--- config.mk ---
export PLATFORM = sky130hd
export DESIGN_NAME = bit_serializer
export DESIGN_NICKNAME = d
export VERILOG_FILES = /design/src/rtl/bit_serializer_pkg.sv /design/src/rtl/ser_shift_reg.sv /design/src/rtl/bit_serializer.sv
export SDC_FILE = /design/constraint.sdc
export NUM_CORES = 1
export LEC_CHECK = 0
export ABC_AREA = 1
export BUFFER_PORTS_ARGS = -buffer_cell sky130_fd_sc_hd__buf_2
export CAP_MARGIN = 20
export CORE_MARGIN = 2
export CORE_UTILIZATION = 55
export CTS_BUF_LIST = sky130_fd_sc_hd__clkbuf_16
export CTS_CLUSTER_DIAMETER = 40
export DETAILED_ROUTE_END_ITERATION = 6
export PLACE_DENSITY = 0.77
export SYNTH_ARGS = -nofsm -noshare
export SYNTH_HDL_FRONTEND = slang
export SYNTH_SLANG_ARGS = --single-unit
--- constraint.sdc ---
create_clock -name clk -period 1.5 [get_ports clk]
set_input_delay 0.3 -clock clk [delete_from_list [all_inputs] [get_ports clk]]
set_output_delay 0.3 -clock clk [all_outputs]
set_load 0.01 [all_outputs]
--- src/rtl/bit_serializer_pkg.sv ---
// ============================================================================
// Module      : bit_serializer_pkg
// Description : Shared state encoding and default word width for the
//               bit serializer.
// Revision    : 1.0 - initial release
// ============================================================================
`default_nettype none

package bit_serializer_pkg;

    localparam int DEFAULT_WIDTH = 8;

    typedef enum logic [0:0] {
        IDLE  = 1'b0,
        SHIFT = 1'b1
    } state_t;

endpackage : bit_serializer_pkg

`default_nettype wire

--- src/rtl/ser_shift_reg.sv ---
// ============================================================================
// Module      : ser_shift_reg
// Description : Parallel-load shift register with bit counter; presents one
//               registered bit per cycle and flags the last bit of each word.
// Revision    : 1.0 - initial release
// ============================================================================
`default_nettype none

module ser_shift_reg
    import bit_serializer_pkg::*;
#(
    parameter int WIDTH     = DEFAULT_WIDTH,
    parameter bit MSB_FIRST = 1'b1
) (
    input  logic             clk,
    input  logic             rst,
    input  logic             i_load,
    input  logic [WIDTH-1:0] i_load_data,
    output logic             o_ser_out,
    output logic             o_ser_valid,
    output logic             o_word_done
);

    localparam int CW = $clog2(WIDTH);
    localparam logic [CW-1:0] C_LAST_IDX = CW'(WIDTH - 1);

    logic [WIDTH-1:0] w_load_ord;
    logic [WIDTH-1:0] r_shreg;
    logic [CW-1:0]    r_cnt;
    logic [CW-1:0]    w_cnt_inc;
    logic             r_valid;
    logic             r_last;

    // The shifter always emits from the top bit, so LSB-first words are
    // mirrored on load.
    generate
        if (MSB_FIRST) begin : g_msb_first
            assign w_load_ord = i_load_data;
        end else begin : g_lsb_first
            for (genvar gi = 0; gi < WIDTH; gi++) begin : g_rev
                assign w_load_ord[gi] = i_load_data[WIDTH-1-gi];
            end
        end
    endgenerate

    assign w_cnt_inc = r_cnt + 1'b1;

    always_ff @(posedge clk or posedge rst) begin
        if (rst) begin
            r_shreg <= '0;
            r_cnt   <= '0;
            r_valid <= 1'b0;
            r_last  <= 1'b0;
        end else if (i_load) begin
            r_shreg <= w_load_ord;
            r_cnt   <= '0;
            r_valid <= 1'b1;
            r_last  <= 1'b0;
        end else if (r_valid && !r_last) begin
            r_shreg <= {r_shreg[WIDTH-2:0], 1'b0};
            r_cnt   <= w_cnt_inc;
            r_last  <= (w_cnt_inc == C_LAST_IDX);
        end else begin
            // Clearing the shifter keeps ser_out low whenever no bit is valid.
            r_shreg <= '0;
            r_cnt   <= '0;
            r_valid <= 1'b0;
            r_last  <= 1'b0;
        end
    end

    assign o_ser_out   = r_shreg[WIDTH-1];
    assign o_ser_valid = r_valid;
    assign o_word_done = r_last;

endmodule : ser_shift_reg

`default_nettype wire

--- src/rtl/bit_serializer.sv ---
// ============================================================================
// Module      : bit_serializer
// Description : Word-to-bit serializer with one-deep hold register giving
//               gap-free back-to-back words; all outputs registered.
// Revision    : 1.0 - initial release
// ============================================================================
`default_nettype none

module bit_serializer
    import bit_serializer_pkg::*;
#(
    parameter int WIDTH     = DEFAULT_WIDTH,
    parameter bit MSB_FIRST = 1'b1
) (
    input  logic             clk,
    input  logic             rst,
    input  logic [WIDTH-1:0] data_in,
    input  logic             data_valid,
    output logic             data_ready,
    output logic             ser_out,
    output logic             ser_valid,
    output logic             word_done,
    output logic             busy
);

    state_t           r_state;
    state_t           w_state_nxt;
    logic [WIDTH-1:0] r_hold;
    logic             r_hold_full;
    logic             w_hold_full_nxt;
    logic             w_hold_wr;
    logic             w_accept;
    logic             w_load;
    logic [WIDTH-1:0] w_load_data;
    logic             w_last;
    logic             r_busy;

    assign w_accept = data_valid & ~r_hold_full;

    always_ff @(posedge clk or posedge rst) begin
        if (rst) begin
            r_state     <= IDLE;
            r_hold      <= '0;
            r_hold_full <= 1'b0;
            r_busy      <= 1'b0;
        end else begin
            r_state     <= w_state_nxt;
            r_hold_full <= w_hold_full_nxt;
            r_busy      <= (w_state_nxt == SHIFT) | w_hold_full_nxt;
            if (w_hold_wr) begin
                r_hold <= data_in;
            end
        end
    end

    always_comb begin
        w_state_nxt     = r_state;
        w_load          = 1'b0;
        w_load_data     = r_hold;
        w_hold_wr       = 1'b0;
        w_hold_full_nxt = r_hold_full;
        case (r_state)
            IDLE: begin
                if (w_accept) begin
                    w_load      = 1'b1;
                    w_load_data = data_in;
                    w_state_nxt = SHIFT;
                end
            end
            SHIFT: begin
                if (w_last) begin
                    // Refill on the last-bit edge so the next word starts
                    // without an idle cycle; an empty hold lets data_in bypass.
                    if (r_hold_full) begin
                        w_load          = 1'b1;
                        w_load_data     = r_hold;
                        w_hold_full_nxt = 1'b0;
                    end else if (w_accept) begin
                        w_load      = 1'b1;
                        w_load_data = data_in;
                    end else begin
                        w_state_nxt = IDLE;
                    end
                end else if (w_accept) begin
                    w_hold_wr       = 1'b1;
                    w_hold_full_nxt = 1'b1;
                end
            end
            default: begin
                w_state_nxt = IDLE;
            end
        endcase
    end

    ser_shift_reg #(
        .WIDTH     (WIDTH),
        .MSB_FIRST (MSB_FIRST)
    ) u_ser_shift_reg (
        .clk         (clk),
        .rst         (rst),
        .i_load      (w_load),
        .i_load_data (w_load_data),
        .o_ser_out   (ser_out),
        .o_ser_valid (ser_valid),
        .o_word_done (w_last)
    );

    assign word_done  = w_last;
    assign data_ready = ~r_hold_full;
    assign busy       = r_busy;

endmodule : bit_serializer

`default_nettype wire

### After elaboration in Yosys (flattened, before gate mapping)

Index checks and enable logic that the tools add are counted.

| cells by class | value |
|---|---|
| add/subtract/negate cells | 1 |
| equal/unequal tests | 2 |
| multiplexer cells | 23 |
| bitwise operators | 4 |
| reduce and logical (&&, ||, !) cells | 2 |

Operators with widths:

| operator | count |
|---|---|
| $mux W8 | 5 |
| $pmux W8 S2 | 1 |
| $mux W1 | 13 |
| $mux W3 | 2 |
| $pmux W1 S2 | 2 |
| $add A3 B1 Y3 const B | 1 |
| $eq A3 B3 Y1 const B | 1 |
| $ne A2 B1 Y1 const B | 1 |
| $not A1 Y1 | 2 |
| $and A1 B1 Y1 | 1 |
| $logic_and A1 B1 Y1 | 1 |
| $logic_not A1 Y1 | 1 |
| $or A1 B1 Y1 | 1 |

| word-level totals | value |
|---|---|
| flip-flop bits (word level) | 24 |
| input bits | 11 |
| output and inout port bits | 5 |
| word-level logic and storage cells | 40 |

### Depth between registers and ports, before layout

Gate-level depths: netlist (run 1).

| depth | value |
|---|---|
| depth in word-level cells | 7 |
| gate-level depth with buffers | 6 |
| gate-level depth less buffers | 6 |

### Modules after synthesis

From an unflattened synthesis (run 1), not the netlist that was laid out.

| second synthesis, totals | value |
|---|---|
| cells, all modules | 136 |
| area, all modules | 1128.6 µm² |

By module, submodules not included:

| module | times used | cells an instance | area an instance (µm²) | seq. area each (µm²) |
|---|---|---|---|---|
| bit_serializer | 1 | 78 | 579.3 | 275.3 |
| ser_shift_reg | 1 | 58 | 549.3 | 325.3 |

### Worst setup path after synthesis (run 1)

No wires, ideal clock.

| timing | value |
|---|---|
| kind | flip-flop to flip-flop |
| start | register r_hold_full |
| end | register r_hold[1] |
| setup time | 0.117 ns |
| arrival time | 1.033 ns |
| data required time | 1.383 ns |
| slack | 0.349 ns |
| cell stages (with the launch flop) | 6 |
| path buffers | 1 |
| period minus slack after synthesis | 1.151 ns |
| cells stage by stage | dfrtp_1 > nor2_4 > nand3_4 > buf_6 > nand2_2 > o21ai_2 |

| on the way | value |
|---|---|
| word-level cells in the longest chain between the ends | 5 |

RTL lines:

| what | line | RTL |
|---|---|---|
| from (decl) | bit_serializer.sv:29 | `logic r_hold_full;` |
| from (signal assigned) | bit_serializer.sv:48 | `r_hold_full <= w_hold_full_nxt;` |
| $not A1 Y1 | bit_serializer.sv:38 | `assign w_accept = data_valid & ~r_hold_full;` |
| $and A1 B1 Y1 | bit_serializer.sv:38 |  |
| $mux W1 | bit_serializer.sv:84 | `end else if (w_accept) begin` |
| $mux W1 | bit_serializer.sv:71 | `if (w_last) begin` |
| $mux W1 | bit_serializer.sv:62 | `case (r_state)` |
| to (signal assigned) | bit_serializer.sv:51 | `r_hold <= data_in;` |
| to (decl) | bit_serializer.sv:28 | `logic [WIDTH-1:0] r_hold;` |

Every way passes these cells.
A chain may end at the register's enable or synchronous reset.

### Worst setup path after layout (run 1)

| timing | value |
|---|---|
| start | register r_hold_full |
| end | register r_hold[2] |

The elaborated chain is that of the path after synthesis.

==> summary by stage, run 1 <==
Clock tree
The number of buffers inserted during clock tree synthesis is 3. The post-CTS setup buffer count is 0. CTS placed an instance of clkbuf_16 at the clock tree root.

After clock tree synthesis, the clock-pin slew on the worst setup and hold paths is 0.06 ns. The number of hold-repair buffers added at the cts stage is 0. In this run the number of H-tree levels came out at 1.

The sink count of the clock tree is 24. The maximum buffer depth of the clock tree is 2. TritonCTS built the clock tree. Clock latency on the worst-skew pair, taken at its later pin, is 0.25 ns.

In this run, post-CTS repair resized a total of 0 instances.

Synth
By area the synthesized netlist is led by dfrtp_1, nand3_1, nand2_1. The synthesized design devotes to its leading area cell type 51.72% of total area. The number of synthesized register bits is 24. After technology mapping, the gate count stands at 133. The sequential element share of the synthesized area is 51.72%. Counting flops with a built-in enable in the synthesized netlist gives 0. The unique cell type count in the Yosys netlist is 20. The total number of yosys warnings is 0. The fraction of synthesis flops using an asynchronous set or reset pin is 100.0%. Summed over all instances, the cell type with the most area after synthesis is dfrtp_1. The dominant synthesized flop cell is dfrtp_1. In this run the mean area of a mapped cell was 8.730 sq um.

The number of nets in the synthesized netlist is 146. The commonest cells after synthesis are nand2_1, dfrtp_1, nand3_1, inv_1, o21ai_2. After synthesis the cells add up to 0.001161 sq mm. Yosys instantiated no cell more often than nand2_1.

Routing
In the routed design, unresolved DRC markers number 0. The first TritonRoute pass finished after 4 iterations. Dividing the detail-routed via count by the number of cells gives 4.740. The iteration-0 DRC count of the detailed router is 15. In this run the remaining antenna-violating nets after routing total 0. The number of vias in the routed layout is 839.

Dividing the detail-routed wire length by the instance count gives 10.85 um. The final wirelength is 1921 um.

Global routing
The initial antenna violation count is 0. For this run, global-route usage on met2 was measured as 28.89%. The overall overflow remaining after global route is 0. The routing usage on met1 is 26.20%. The via count of the first global-routing pass is 766. The wire length of the first global-routing pass is 3443 um. Entering global routing, the biggest net connects 25 pins. The busiest metal layer after global routing is met2. Global routing consumed, on the met3 layer, 2.727% of the routing resources. Across every metal layer, demand over resource in global routing totals 18.53%.

Placement
The number of port buffers is 15. The post-placement cell count is 174. The HPWL after detailed placement is 1351 um. At the end of routability-driven placement, the weighted congestion stood at 0.7300.

Die
The die is 49.95 um tall. The row count is 16. The floorplan die area is 0.002495 sq mm. In this run the standard cell core region covers 0.001982 sq mm. The effective utilization at floorplan is 58.59%. Measured along the x axis, the die boundary spans 49.95 um. In this run the count of I/O pins placed on the die edge is 16.

STA
Across all hold checks on the routed design, the worst slack comes to 0.08573 ns. The count of pins over their slew limit is 0. The worst slew margin relative to its limit is 79.83%. Timing would allow up to 0.7497 GHz. The pin slew with the least headroom to its limit is 0.3018 ns. The total negative slack is 0 ns. The final hold violation count is 0.

The post-route clock skew is 0.005274 ns. The post-route fraction of the period consumed by the critical path is 88.93%. Setup repair after global routing left no endpoint under its margin. The clock period could shrink to 1.334 ns.

Setup violations remaining at the end of the flow were counted as 0.

Cells and area
The non-filler instance count after layout is 177. The share of cells above drive strength 1 is 27.33%. The number of nets at the end of the flow is 165. The antenna cell count is 0. Relative to the synthesized area, the layout overhead comes to 15.41%.

Run
The total of max-cap violations is 0.

Critical path
The worst endpoint data arrival time is 1.47 ns. The setup path with the least slack is of type reg2reg. STA puts the critical path data required time at 1.63 ns. The worst flop-to-flop path startpoint is r_hold_full$_DFF_PP0_. The number of cells traversed by the worst register-to-register path is 4.

The kind of end point of the critical path is a register. The category of the worst setup path launch point is a register. The endpoint identified for the worst register-to-register timing path is r_hold[2]$_DFFE_PP0P_. The worst register-to-register path has a setup slack of 0.17 ns. Along the worst path, the maximum fanout reaches 16.

Pwr
Net switching is 31.98% of the power. The internal power is 1.432 mW. Sequential cells burn 43.8% of the power. VDD sags by at most 924.7 uV.

The reported net switching power is 673.2 uW. Dividing total power by cell area gives a power density of 1571 mW/mm^2. The clock network is responsible for 26.0% of the overall power. The combinational share of power is 30.2%.

The design draws 2.105 mW. The leakage power of the design is 0.7610 nW.

Outcome
The flow ran to the end, and the final reports show no timing, DRC or antenna violations.

Worst hold path
The type of the most critical hold path is in2async.
[worst max-delay path, cell delays in order, from the launching register on]
cell,delay [ns]
dfrtp_1,0.43
nor2_4,0.30
nand3_4,0.27
nand2_1,0.15
o21ai_2,0.06
[per-stage QoR]
| step | setup slack [ns] | utilization, % | instance area, sq um |
|---|---|---|---|
| finish | 0.1661 | 67.61 | 1340 |
| global route | 0.04327 | 67.61 | 1340 |
| CTS | 0.1592 | 67.61 | 1340 |
| detailed placement | 0.1728 | 63.83 | 1265 |
| global placement | 0.1827 | 63.83 | 1265 |
| floorplan | 0.3495 | - | 1161 |
[per-layer routing]
layer	vias to the layer above	share of wire, %
li1	445	-
met1	383	50
met2	9	48
met3	2	1.9
met4	0	0.68
met5	-	0
[cells in the final DEF (no fill, tap or decap)]
master,instances
nand3_2,1
xor2_1,1
nor2_4,2
nand2_2,3
nor2_1,6
nor2_2,1
nand3_1,23
a21oi_1,1
nand3_4,1
nor3_1,1
inv_1,22
buf_4,3
inv_2,4
dfrtp_1,24
clkbuf_16,3
ha_1,2
o21ai_2,8
buf_2,15
nand2_1,29
[worst max path at each step]
stage | cells past startpoint | from | to | slack [ns]
after CTS | 4 | r_hold_full$_DFF_PP0_ | r_hold[2]$_DFFE_PP0P_ | 0.16
after floorplan | 5 | r_hold_full$_DFF_PP0_ | r_hold[1]$_DFFE_PP0P_ | 0.35
after detailed placement | 4 | r_hold_full$_DFF_PP0_ | r_hold[7]$_DFFE_PP0P_ | 0.17
final | 4 | r_hold_full$_DFF_PP0_ | r_hold[2]$_DFFE_PP0P_ | 0.17
after global placement | 4 | r_hold_full$_DFF_PP0_ | r_hold[6]$_DFFE_PP0P_ | 0.18
after global routing | 4 | r_hold_full$_DFF_PP0_ | r_hold[4]$_DFFE_PP0P_ | 0.04
[cells by family after synthesis]
family	after synthesis	synth area share, %
compound gates	9	6.465
xor+xnor	1	0.7544
fa+ha+maj	2	2.155
buf+inv	30	10.78
flops	24	51.72
simple gates	67	28.12
[final cells by class]
type,instances,area (sq um)
flip-flops and latches,24,600.6
inverters,26,97.59
clock buffers,3,75.07
multi-input cells,79,435.4
repair buffers,18,97.59
well taps,27,33.78
fillers,155,641.9
[power by group through the flow]
stage	sequential, mW	combinational (mW)	clock (mW)
after floorplan	0.925	0.508	0
after global placement	0.925	0.637	0
after detailed placement	0.934	0.641	0
after CTS	0.924	0.646	0.557
after global routing	0.942	0.744	0.598
final	0.922	0.636	0.547
[flip-flops by register name (all words and copies together), names as in the netlist]
| register | count |
|---|---|
| r_hold | 8 |
| u_ser_shift_reg.r_shreg | 8 |
| u_ser_shift_reg.r_cnt | 3 |
| busy | 1 |
| r_hold_full | 1 |
| r_state | 1 |
| u_ser_shift_reg.o_ser_valid | 1 |
| u_ser_shift_reg.o_word_done | 1 |
Power figures use the tool's default switching activity.
==> inputs of run 2 (changes only) <==
--- a/config.mk
+++ b/config.mk
@@ -9,10 +9,12 @@
 export BUFFER_PORTS_ARGS = -buffer_cell sky130_fd_sc_hd__buf_2
 export CAP_MARGIN = 20
+export CELL_PAD_IN_SITES_DETAIL_PLACEMENT = 1
+export CELL_PAD_IN_SITES_GLOBAL_PLACEMENT = 1
 export CORE_MARGIN = 2
-export CORE_UTILIZATION = 55
+export CORE_UTILIZATION = 45
 export CTS_BUF_LIST = sky130_fd_sc_hd__clkbuf_16
 export CTS_CLUSTER_DIAMETER = 40
 export DETAILED_ROUTE_END_ITERATION = 6
-export PLACE_DENSITY = 0.77
+export PLACE_DENSITY_LB_ADDON = 0.1
 export SYNTH_ARGS = -nofsm -noshare
 export SYNTH_HDL_FRONTEND = slang
==> constraint.sdc (replaced) <==
create_clock -name clk -period 1.6 [get_ports clk]
set_input_delay 0.32 -clock clk [delete_from_list [all_inputs] [get_ports clk]]
set_output_delay 0.32 -clock clk [all_outputs]
set_load 0.005 [all_outputs]
==> run 2 against run 1 <==
Non-clock buffer count stayed put; setup slack better by 0.054 ns; power is 5.9% higher; die area is 20% higher; register-to-register slack better by 0.05 ns; design area is 2.5% higher; global-route usage is 3.2 points higher; wire length is 32% higher; critical endpoint is now r_hold[7]$_DFFE_PP0P_; highest routed layer unchanged.
==> summary by stage, run 2 (synthesized netlist as in run 1, its figures left out) <==
Outcome
The run finished with clean final reports.

Routing
In this run, the number of DRC markers left after iteration 0 of detailed routing was 15. The detailed-route DRC error count is 0. The post-detailed-route via-to-cell ratio is 4.934. The count of TritonRoute iterations in the first routing pass is 4.

The number of vias in the routed layout is 893. The routed wire length per instance is 13.99 um. The final wirelength is 2532 um. The detail route stage leaves a number of antenna-violating nets equal to 0.

Global routing
The fraction of met3 tracks used by global routing is 3.279%. The busiest metal layer after global routing is met2. The maximum number of pins on one net before global-route repair is 25. The initial antenna violation count was 0. The wire length of the first global-routing pass is 4519 um.

For this run the aggregate overflow at the end of global routing stands at 0. Global routing used 21.69% of the available tracks across all layers. The routing usage on met1 is 27.24%.

The via count of the first global-routing pass is 952. The global-route met2 utilization is 36.90%.

STA
The total negative slack is 0 ns. At the pin with the least slew margin, the transition time is 0.3017 ns. The worst slew margin relative to its limit is 79.84%. Setup slack on the critical path of the routed design comes to 0.2204 ns. The count of pins over their slew limit is 0. Dividing the final minimum period by the clock period gives 86.23%. Based on the critical path, the design can be clocked at up to 0.7248 GHz. The worst path needs 1.380 ns of the cycle, external delays included. The post-route clock skew is 0.003838 ns. Setup repair after global routing left no endpoint under its margin. The final hold violation count is 0. Setup violations remaining at the end of the flow were counted as 0.

Cells and area
Of the cells placed in the final design, the portion with a size suffix greater than 1 is 27.81%. Leaving out fill and tap cells, the most frequent cell in the layout is nand2_1. Relative to the synthesized area, the layout overhead comes to 18.32%. The library cells used most frequently in the layout, excluding fill and tap cells, are nand2_1, dfrtp_1, nand3_1.

The net count of the finished layout is 165. Summing all non-filler instances in the final layout gives an area of 0.001374 sq mm. The antenna cell count is 0. The largest registers in the layout are r_hold (8), u_ser_shift_reg.r_shreg (8), u_ser_shift_reg.r_cnt (3).

Die
The floorplan step set the die height to 54.80 um. The row count is 18. The width of the die is 54.80 um. The floorplan die area is 0.003002 sq mm. The number of top-level pins is 16. The effective utilization at floorplan is 47.30%. The core box area is 0.002455 sq mm.

Clock tree
The maximum buffer depth of the clock tree is 2. The post-CTS setup buffer count is 0. The cell chosen for the clock root is clkbuf_16. The number of hold-repair buffers added at the cts stage is 0. The insertion delay to the later sink of the worst-skew pair is 0.26 ns. The number of buffers inserted during clock tree synthesis is 3.

The CTS tree is done. The clock net in this run drives a total of 24 sinks. In this run the number of H-tree levels came out at 1. The post-cts gate resize count is 0. Clock-pin slew was measured on the worst setup and hold paths at 0.06 ns.

Critical path
The signal on the critical path passes through nor2_4, nand3_4, nand2_1, o21ai_2. The category of the worst setup path launch point is a register. STA puts the critical path data required time at 1.75 ns. The slowest cell on the critical path is dfrtp_1. The maximum cell stage delay along the critical path is 0.44 ns. The worst endpoint data arrival time is 1.53 ns. The peak fanout along the critical path is 16.

The critical setup path kind is reg2reg. The kind of end point of the critical path is a register.

Run
The total of max-cap violations is 0.

Worst hold path
The worst hold path belongs to the class in2async.

Placement
Prior to clock tree synthesis, the placed netlist has a worst setup slack of 0.1967 ns. The number of port buffers is 15. The cell area after placement is 0.001269 sq mm. The HPWL after detailed placement is 1819 um. At the end of routability-driven placement, the weighted congestion stood at 0.7474.

Pwr
In this run the static leakage power is 0.7752 nW. After layout, the design draws a total of 2.228 mW. The largest voltage drop on the vdd net is 821.7 uV. The total power density per cell area is 1622 mW/mm^2.
[run 2: cell count changes in the layout (fill, tap and decap cells not counted), sizes merged]
cell    previous run  this run
bufinv             0         1
[run 2: final cells by class]
| type | count | area (sq um) |
|---|---|---|
| timing repair buffer | 18 | 97.59 |
| sequential | 24 | 600.6 |
| inverter | 26 | 97.59 |
| tap | 30 | 37.54 |
| clock buffer | 3 | 75.07 |
| fill | 315 | 1081 |
| clock inverter | 1 | 30.03 |
| multi-input combinational | 79 | 435.4 |
[run 2: per-stage QoR]
stage,cells,hold slack (ns),utilization (%)
after global placement,177,0.3779,51.68
after floorplan,133,0.3346,-
after global routing,181,0.1363,55.96
after detailed placement,177,0.3854,51.68
final,181,0.09111,55.96
after CTS,181,0.1082,55.96
[run 2: worst max-delay path, delay by kind of cell (launching register included)]
kind / cells / cell delay, ns
and+or+nand+nor: 3 / 0.76
DFF: 1 / 0.44
AOI/OAI and AO/OA: 1 / 0.07
[run 2: path summary, 6_finish.rpt]
check,from,end,slack [ns],cells past startpoint
min reg2reg,u_ser_shift_reg.r_shreg[1]$_DFF_PP0_,u_ser_shift_reg.r_shreg[2]$_DFF_PP0_,0.48,2
max reg2reg,r_hold_full$_DFF_PP0_,r_hold[7]$_DFFE_PP0P_,0.22,4
max,r_hold_full$_DFF_PP0_,r_hold[7]$_DFFE_PP0P_,0.22,4
min in group clk,data_in[0],r_hold[0]$_DFFE_PP0P_,0.31,3
min,rst,u_ser_shift_reg.o_word_done$_DFF_PP0_,0.09,3
max in group asynchronous,rst,r_hold[0]$_DFFE_PP0P_,1.28,3
[run 2: layer usage]
layer  vias to the layer above  share of wire [%]
li1                        443                  -
met1                       432                 46
met2                        13                 49
met3                         5                2.5
met4                         0                1.8
met5                         -                  0
[run 2: report_power, final]
| part | total [mW] | switching [mW] | internal [mW] |
|---|---|---|---|
| sequential | 0.867 | 0.0927 | 0.774 |
| combinational | 0.641 | 0.399 | 0.243 |
| clock | 0.720 | 0.222 | 0.498 |
| total | 2.23 | 0.714 | 1.51 |
==> inputs of run 3 (changes only) <==
Settings changed: CORE_ASPECT_RATIO set to 1.25.
==> run 3 against run 2 <==
First-iteration DRC count is 47% higher; combinational power shrank 3.6%; sequential cell count unchanged; utilization is 0.21 points higher; sequential power hardly changed.
==> summary by stage, run 3 (synthesized netlist as in run 1, its figures left out) <==
Outcome
The run finished with clean final reports.

Critical path
STA classifies the critical path startpoint as a register. STA classifies the critical path endpoint as a register. The required time of the critical path is 1.80 ns. Data arrives at the worst endpoint at 1.67 ns.

The worst-case register-to-register setup slack is 0.13 ns. Along the worst path, the maximum fanout reaches 10. The critical path is of the reg2reg type.

Die
The floorplan die area is 0.003005 sq mm. The core region is 0.002452 sq mm. The die span in y is 60.79 um.

Pin placement for this block handled 16 I/O pins. The width of the die is 49.44 um. The row count is 20. Once the floorplan was initialized, standard cells occupied 47.35% of the core.

Pwr
The largest voltage drop on the vdd net is 1024 uV. Summing internal, switching and leakage power gives 2.210 mW. In this run, the combinational gates consume 28.0% of the power. In this run the static leakage power is 0.7752 nW. Registers are responsible for 39.3% of the overall power. Of the total power, the clock network draws 32.7%. In this run the power density over the cells is 1605 mW/mm^2.

The reported net switching power is 700.5 uW. The internal power is 1.510 mW. The proportion of total power due to net switching is 31.69%.

Global routing
The fraction of met3 tracks used by global routing is 2.956%. For this run the aggregate overflow at the end of global routing stands at 0. Global routing used 21.06% of the available tracks.

The global routing stage identified its most utilized layer as met2. The first global-routing pass estimated 4567 um of wire. The via count of the first global-routing pass is 933. The initial antenna violation count is 0. The maximum number of pins on one net before global-route repair is 25.

For met1 alone, demand over resource in global routing was 24.41%. The global-route met2 utilization is 38.22%.

STA
The final hold violation count is 0. The post-route clock skew is 0.001045 ns. Timing would allow up to 0.6815 GHz. The total negative slack is 0 ns. The time the final worst path needs with I/O delays and setup is 1.467 ns.

The worst pin sits at a relative slew slack of 74.90%. At the pin with the least slew margin, the transition time is 0.3756 ns. The count of final setup violators is 0. The post-route fraction of the period consumed by the critical path is 91.71%. The count of pins over their slew limit is 0. Setup repair after global routing left no endpoint under its margin.

Cells and area
The largest registers in the layout are r_hold (8), u_ser_shift_reg.r_shreg (8), u_ser_shift_reg.r_cnt (3). Leaving out fill and tap cells, the most frequent cells in the layout are nand2_1, dfrtp_1, nand3_1. Leaving out fill and tap cells, the most frequent cell in the layout is nand2_1. The filler cells instantiated in the layout total 314. After the last flow step, the layout net total stands at 165. The share of cells above drive strength 1 is 27.81%.

The repair_antennas step left the layout with diodes totalling 0. The area growth from synthesis to layout is 18.64%. For this run, the share of the core covered by cells in the final layout is 56.17%.

Routing
The count of nets left with antenna violations once routing finished came out at 0. The routed wire length per instance is 14.77 um. For this block, the initial DRC count from the detailed router was 22. The detailed-route DRC error count is 0. The post-detailed-route via-to-cell ratio is 4.940. Summing over every cut layer, the via total after detailed routing is 909. The first detailed-routing pass ran for 4 iterations. The final wirelength is 2718 um.

Clock tree
The clock-pin transition on the worst setup and hold timing paths is 0.06 ns. The cell chosen for the clock root is clkbuf_16. After clock tree synthesis, the flow added hold-fix buffers numbering 0. The maximum buffer depth of the clock tree is 2. The insertion delay to the later sink of the worst-skew pair is 0.26 ns.

The clock drives 24 sinks. The number of gates resized after CTS was 0. The depth of the CTS H-tree is 1. TritonCTS built the clock tree. The post-CTS setup buffer count is 0. The number of buffers inserted during clock tree synthesis is 3.

Placement
During placement, the flow inserted port buffers numbering 15. The detailed placement HPWL is 1852 um. Routability-driven placement finished with a final weighted congestion of 0.7149.

Worst hold path
The min-delay analysis places its worst path in the category in2async.

Run
The total of max-cap violations is 0.
[run 3: cell counts in the layout (fill, tap and decap cells not counted)]
No cell type changed its count.
[run 3: critical path, stage by stage (launching register included)]
cell	delay, ns
dfrtp_1	0.36
inv_1	0.09
nand2_1	0.30
nand2_1	0.17
nor2_4	0.24
nand3_1	0.16
nand2_1	0.09
[run 3: cell type report]
class | count | area (sq um) | area share, %
clock buffer | 3 | 75.07 | 5.450
clock inverter | 1 | 30.03 | 2.180
inverter | 26 | 97.59 | 7.084
multi-input combinational | 79 | 435.4 | 31.61
sequential | 24 | 600.6 | 43.60
tap | 33 | 41.29 | 2.997
timing repair buffer | 18 | 97.59 | 7.084
[run 3: path summary, 6_finish.rpt]
| check | from | endpoint | cells after the start |
|---|---|---|---|
| max | u_ser_shift_reg.o_word_done$_DFF_PP0_ | u_ser_shift_reg.r_shreg[6]$_DFF_PP0_ | 6 |
| min | rst | u_ser_shift_reg.r_shreg[7]$_DFF_PP0_ | 3 |
| max reg2reg | u_ser_shift_reg.o_word_done$_DFF_PP0_ | u_ser_shift_reg.r_shreg[6]$_DFF_PP0_ | 6 |
| min reg2reg | u_ser_shift_reg.r_shreg[1]$_DFF_PP0_ | u_ser_shift_reg.r_shreg[2]$_DFF_PP0_ | 2 |
| max in group asynchronous | rst | r_hold[3]$_DFFE_PP0P_ | 3 |
| min in group clk | data_in[0] | r_hold[0]$_DFFE_PP0P_ | 3 |
[run 3: power by group through the flow]
stage | Clock (mW) | Combinational (mW) | Sequential [mW]
2_1_floorplan | 0 | 0.474 | 0.859
6_report | 0.722 | 0.618 | 0.870
3_5_place_dp | 0 | 0.617 | 0.881
5_1_grt | 0.748 | 0.708 | 0.885
4_1_cts | 0.729 | 0.628 | 0.871
3_3_place_gp | 0 | 0.595 | 0.870
[run 3: per-stage QoR]
stage / worst slack (ns) / instance area (sq um) / cells / hold slack (ns)
finish: 0.1326 / 1378 / 184 / 0.09873
detailed placement: 0.2070 / 1272 / 180 / 0.3836
CTS: 0.1584 / 1378 / 184 / 0.1048
global route: 0.04559 / 1378 / 184 / 0.1339
global placement: 0.2700 / 1272 / 180 / 0.3766
floorplan: 0.4495 / 1161 / 133 / 0.3346
[run 3: per-layer routing]
layer  routed length [um]  part of all wire [%]  vias up
met5                    0                     0        -
met4                   64                   2.4        0
met3                   97                   3.6        7
met2                 1430                    53       20
met1                 1124                    41      438
li1                     -                     -      444
